File: config.mk
export PLATFORM = sky130hd
export DESIGN_NAME = jtag_host
export DESIGN_NICKNAME = d
export VERILOG_FILES = /design/src/rtl/jtag_host.sv
export SDC_FILE = /design/constraint.sdc
export NUM_CORES = 1
export LEC_CHECK = 0
export CORE_ASPECT_RATIO = 1.4
export CORE_MARGIN = 5
export CORE_UTILIZATION = 30
export DETAILED_ROUTE_END_ITERATION = 10
export GPL_TIMING_DRIVEN = 0
export SKIP_LAST_GASP = 1
export SLEW_MARGIN = 40
export SYNTH_ARGS = -nofsm -noshare
export SYNTH_HDL_FRONTEND = slang
export SYNTH_SLANG_ARGS = --single-unit
export TNS_END_PERCENT = 50
File: constraint.sdc
create_clock -name tck -period 3.14 [get_ports tck]
set_clock_uncertainty 0.2 [all_clocks]
set_input_delay 0.628 -clock tck [delete_from_list [all_inputs] [get_ports tck]]
set_output_delay 0.628 -clock tck [all_outputs]
set_load 0.01 [all_outputs]
File: src/rtl/jtag_host.sv
// Host-side JTAG sequencer: turns RESET / IR / DR / RUNTEST commands into 1149.1
// TMS/TDI sequences on tck and returns the TDO bits shifted out of the target TAP.
module jtag_host #(
  parameter int unsigned MAX_LEN = 64,
  parameter int unsigned LEN_W   = $clog2(MAX_LEN)
) (
  input  logic               tck,
  input  logic               trst,
  input  logic               cmd_valid,
  output logic               cmd_ready,
  input  logic [1:0]         cmd_op,
  input  logic [LEN_W-1:0]   cmd_len,
  input  logic [MAX_LEN-1:0] cmd_data,
  output logic               rsp_valid,
  output logic [MAX_LEN-1:0] rsp_data,
  output logic               tms,
  output logic               tdi,
  input  logic               tdo
);

  // One extra bit so a full MAX_LEN shift terminates without wrapping.
  localparam int unsigned CNT_W = LEN_W + 1;

  localparam logic [1:0] OP_RESET = 2'd0;
  localparam logic [1:0] OP_IR    = 2'd1;
  localparam logic [1:0] OP_DR    = 2'd2;
  localparam logic [1:0] OP_RUN   = 2'd3;

  typedef enum logic [2:0] {INIT, IDLE, PRE, SHIFT, POST, DONE} state_e;

  state_e             state;
  logic [1:0]         op_q;
  logic [CNT_W-1:0]   len_q;
  logic [CNT_W-1:0]   cnt;
  logic [MAX_LEN-1:0] sreg;
  logic [MAX_LEN-1:0] cap;
  logic               accept;

  assign accept = cmd_valid && cmd_ready;

  // TMS for preamble cycle c; RUNTEST reuses the preamble as its idle run.
  function automatic logic pre_tms(input logic [1:0] op, input logic [CNT_W-1:0] c);
    logic r;
    case (op)
      OP_RESET: r = (c < CNT_W'(5));
      OP_IR:    r = (c < CNT_W'(2));
      OP_DR:    r = (c == '0);
      default:  r = 1'b0;
    endcase
    return r;
  endfunction

  function automatic logic pre_last(input logic [1:0] op, input logic [CNT_W-1:0] c,
                                    input logic [CNT_W-1:0] len);
    logic r;
    case (op)
      OP_RESET: r = (c == CNT_W'(5));
      OP_IR:    r = (c == CNT_W'(3));
      OP_DR:    r = (c == CNT_W'(2));
      default:  r = (c == len);
    endcase
    return r;
  endfunction

  always_ff @(posedge tck) begin
    if (trst) begin
      state     <= INIT;
      tms       <= 1'b1;
      tdi       <= 1'b0;
      cmd_ready <= 1'b0;
      rsp_valid <= 1'b0;
      rsp_data  <= '0;
      op_q      <= OP_RESET;
      len_q     <= '0;
      cnt       <= '0;
      sreg      <= '0;
      cap       <= '0;
    end else begin
      rsp_valid <= 1'b0;
      if (accept) begin
        op_q      <= cmd_op;
        len_q     <= CNT_W'(cmd_len);
        sreg      <= cmd_data;
        cap       <= '0;
        cnt       <= '0;
        tms       <= pre_tms(cmd_op, '0);
        tdi       <= 1'b0;
        cmd_ready <= 1'b0;
        state     <= PRE;
      end else begin
        case (state)
          INIT: begin
            if (cnt == '0) begin
              tms <= 1'b0;
              cnt <= CNT_W'(1);
            end else begin
              cnt       <= '0;
              cmd_ready <= 1'b1;
              state     <= IDLE;
            end
          end
          IDLE: begin
            tms <= 1'b0;
            tdi <= 1'b0;
          end
          PRE: begin
            if (pre_last(op_q, cnt, len_q)) begin
              cnt <= '0;
              if (op_q == OP_IR || op_q == OP_DR) begin
                state <= SHIFT;
                tdi   <= sreg[0];
                sreg  <= sreg >> 1;
                tms   <= (len_q == '0);
              end else begin
                state     <= DONE;
                tms       <= 1'b0;
                rsp_valid <= 1'b1;
                rsp_data  <= '0;
                cmd_ready <= 1'b1;
              end
            end else begin
              cnt <= cnt + CNT_W'(1);
              tms <= pre_tms(op_q, cnt + CNT_W'(1));
            end
          end
          SHIFT: begin
            cap[cnt[LEN_W-1:0]] <= tdo;
            if (cnt == len_q) begin
              state <= POST;
              cnt   <= '0;
              tms   <= 1'b1;
              tdi   <= 1'b0;
            end else begin
              cnt  <= cnt + CNT_W'(1);
              tdi  <= sreg[0];
              sreg <= sreg >> 1;
              tms  <= (cnt + CNT_W'(1) == len_q);
            end
          end
          POST: begin
            if (cnt == '0) begin
              cnt <= CNT_W'(1);
              tms <= 1'b0;
            end else begin
              state     <= DONE;
              cnt       <= '0;
              rsp_valid <= 1'b1;
              rsp_data  <= cap;
              cmd_ready <= 1'b1;
            end
          end
          DONE: begin
            state <= IDLE;
            tms   <= 1'b0;
            tdi   <= 1'b0;
          end
          default: state <= INIT;
        endcase
      end
    end
  end

endmodule

==> impl_results.md <==
- Outcome: completed
- Antenna violations before repair: 0
- Number of antenna-violating nets in the routed design: 0
- I/O pin count: between 100 and 150
- Met3 capacity usage during global routing: 0.0318
- Total internal power: ~0.0052 W
- Core outline area: slightly above 0.03 mm²
- Mean number of vias per cell: roughly 5
- Clk network pwr share: 0.389
- Routed wire length: about 27 mm
- Global-route congestion overflow total: 0
- Power density of the placed cells: 596 mW/mm²
- Unrepaired setup endpoints after global routing: yes
- Antenna cell count: 0
- Area of placed instances: approximately 0.011 mm²
- Count of warnings emitted by yosys: 0
- Startpoint of the lowest-slack register-to-register path: state[0]
- Yosys cell types: 49
- #FFs+latches synth: 214
- Start-to-end type of the worst setup path: flop to flop
- Hold path endpoint: cap[44]
- Top cell type by total area after synthesis: dfxtp_1
- Top-area cell type share of the netlist area: 0.462
- Total number of vias: slightly above 8k
- Critical Path Source Type: flop
- Worst reg2reg path endpoint: cap[52]
- Standby leakage power: ~4.2 nW
- Syn_nets: between 1k and 1.5k
- Max Freq: approximately 330 MHz
- Commonest cells after routing, fill and taps aside: dfxtp_1, nand2_1, clkdlybuf4s50_1, a21oi_1, nor2_1
- Cell count of the worst reg-to-reg path: 9
- Final hold violation count: 0
- Layout cell share with drive strength beyond 1: 0.127
- Sw Share: 0.285
- Floorplan die height: approximately 220 µm
- Start point of the worst min-delay path: cap[44]
- Via count of the first global-routing pass: approximately 7.9k
- Routability congestion estimate from global placement: ~0.82
- Initial core utilization: 0.303
- Average wire per standard cell: between 15 and 20 µm
- Critical path data arrival time: between 3 and 4 ns
- Maximum vdd ir drop: around 0.00043 V
- Clock-pin slew on the worst setup and hold paths: about 0.060 ns
- Number of cell rows: between 70 and 80
- Cells on Worst Hold Path: 2
- Iteration count of the initial detailed-routing pass: 4
- Global-route wire length before repair: approximately 42 mm
- Rel. slew slack: 0.493
- Placed wire-length estimate: between 15 and 20 mm
- Number of DRC violations after detailed-routing iteration 0: about 360
- Sequential element share of the synthesized area: 0.462
- Count of buffers inserted at the top-level ports: roughly 140
- Average instance area after synthesis: around 8.7 µm²
- CP Data Required Time: ~3.3 ns
- Max-cap violation count: 0
- Final critical-path share of the clock period: 0.953
- Sort of element at the end of the critical path: flop
- Met2 demand-to-capacity share in global routing: 0.267
- GR Layer Usage met1: 0.180
- Gate power share: 0.192
- Final setup fails: 0
- Total Neg Setup Slack: 0 ns
- Floorplan die area: 0.0346 mm²
- Dominant cells by area after synthesis: dfxtp_1, a211oi_2, nand2_1
- TritonCTS sink count: around 210
- Share of power burned in registers: 0.420
- Clock tree from TritonCTS: built
- Global routing's busiest layer: met2
- Clock period minus worst slack: between 2 and 3 ns
- Area Growth Syn to Fin: 31.6%
- H-tree lvl count: 1
- Commonest non-fill, non-tap cell in the layout: dfxtp_1
- Reg-to-reg setup timing slack: about 0.15 ns
- Number of max-slew violations in the final report: 0
- Maximum fanout along the worst path: 10
- Number of clock buffers inserted by TritonCTS: 23
- Clock tree root buffer cell: clkbuf_16
- Slew at the pin closest to its max-slew limit: ~0.76 ns
- Final Instance Area: between 0.01 and 0.015 mm²
- Global-route usage over all layers: 0.150
- Number of instances in the synthesized netlist: approximately 1.1k
- Latest clock arrival within the worst-skew pair: just over 0.5 ns
- Die W: 159 µm
- NetSw: approximately 0.0021 W
- Final routed DRC violation total: 0
- Hold Crit Class: flop to flop
- Maximum root-to-sink buffer count: 3
- Maximum number of pins on one net before global-route repair: 14
- Post-Synthesis Cell Area: approximately 0.0093 mm²
- Layout Nets: approximately 1.3k
repair_timing:
action,in CTS,in global routing
gates resized for setup,9,26
cloned,2,5
setup buffers,3,1
pin swaps,3,2
hold endpoints to repair,0,0
setup endpoints to repair,87,74
hold buffers,0,0
per-stage QoR:
step | instances | utilization | hold slack (ns) | power (W) | setup WS (ns)
6_report | 1654 | 0.399 | 0.256 | 0.00727 | 0.149
5_1_grt | 1654 | 0.399 | 0.274 | 0.00763 | -0.0325
4_1_cts | 1648 | 0.396 | 0.258 | 0.00732 | 0.0288
3_5_place_dp | 1603 | 0.367 | 0.250 | 0.00447 | -0.280
3_3_place_gp | 1600 | 0.365 | 0.248 | 0.00443 | -0.555
2_1_floorplan | 1068 | - | 0.237 | 0.00404 | 0.190
how the worst max path moves through the flow:
stage                        start  cells past startpoint  slack (ns)           end
after floorplan            op_q[0]                      9        0.19   rsp_data[0]
after global placement      cnt[0]                      8       -0.56  rsp_data[26]
after detailed placement    cnt[0]                      8       -0.28  rsp_data[19]
after CTS                  op_q[0]                     10        0.03  rsp_data[49]
after global routing      state[0]                      9       -0.03       cap[52]
final                     state[0]                      9        0.15       cap[52]
synth_stat cells (all sizes together):
master   number
clkbuf       68
dfxtp       214
and4          1
inv           7
o211ai        2
and2          3
o2bb2ai       1
and3b         2
o31ai         4
o2111a        1
xnor3         1
nand4         3
o41ai         1
nand2b        3
or3           2
nor2        119
a311oi        2
a21oi       129
o31a          1
nor4          4
o21ai        27
a31oi         2
or2           1
a2111o        1
mux2i        17
buf          26
nor3          8
and3          4
nor3b         3
nand2       189
nand4b        2
xor2          6
a22oi         6
or3b          3
xnor2         7
a22o         65
ha            7
nand3b        4
a211oi       65
nor2b         5
a21boi        1
or4           5
nand3        45
o21a          1
worst max-delay path, cell delays in order (launching register included):
cell	delay [ns]
dfxtp_1	0.30
clkbuf_1	0.31
nand3b_1	0.45
nor2_1	0.27
and3_1	0.17
clkbuf_1	0.36
buf_1	0.53
nand2_1	0.10
nand2_1	0.09
a21oi_1	0.06
power groups by stage:
stage	clock, W	combinational [W]	sequential, W
after floorplan	0	0.000963	0.00308
after global routing	0.00300	0.00155	0.00308
after global placement	0	0.00133	0.00310
after detailed placement	0	0.00136	0.00311
final	0.00283	0.00139	0.00305
after CTS	0.00289	0.00138	0.00305
metal layers:
layer | share of wire | wire length [µm]
met5 | 0 | 0
met4 | 0.025 | 687
met3 | 0.062 | 1680
met2 | 0.50 | 13400
met1 | 0.42 | 11300
area by class of cell:
cell class | instances | area (µm²)
timing repair buffer | 154 | 1530
multi-input combinational | 755 | 4610
tap | 390 | 488
sequential | 214 | 4290
clock buffer | 34 | 707
buffer | 94 | 463
fill | 3127 | 18400
clock inverter | 6 | 86.3
inverter | 7 | 26.3
flip-flops by register name (all words and copies together) (netlist names):
signal     flops
state          3
tdi            1
op_q           2
rsp_data      64
cap           64
cmd_ready      1
sreg          64
cnt            7
rsp_valid      1
len_q          6
tms            1
logic make-up (layout without fill, tap and decap cells):
group,after synthesis,count (layout),synth area share
flip-flops,214,214,0.462
AND/OR/NAND/NOR,406,406,0.187
XOR/XNOR,14,14,0.0147
multiplexers,17,17,0.0183
AO/OA/AOI/OAI,309,311,0.256
buffers and inverters,101,295,0.0519
adder cells (fa/ha/maj),7,7,0.00944
(Power assumes the default switching activity.)
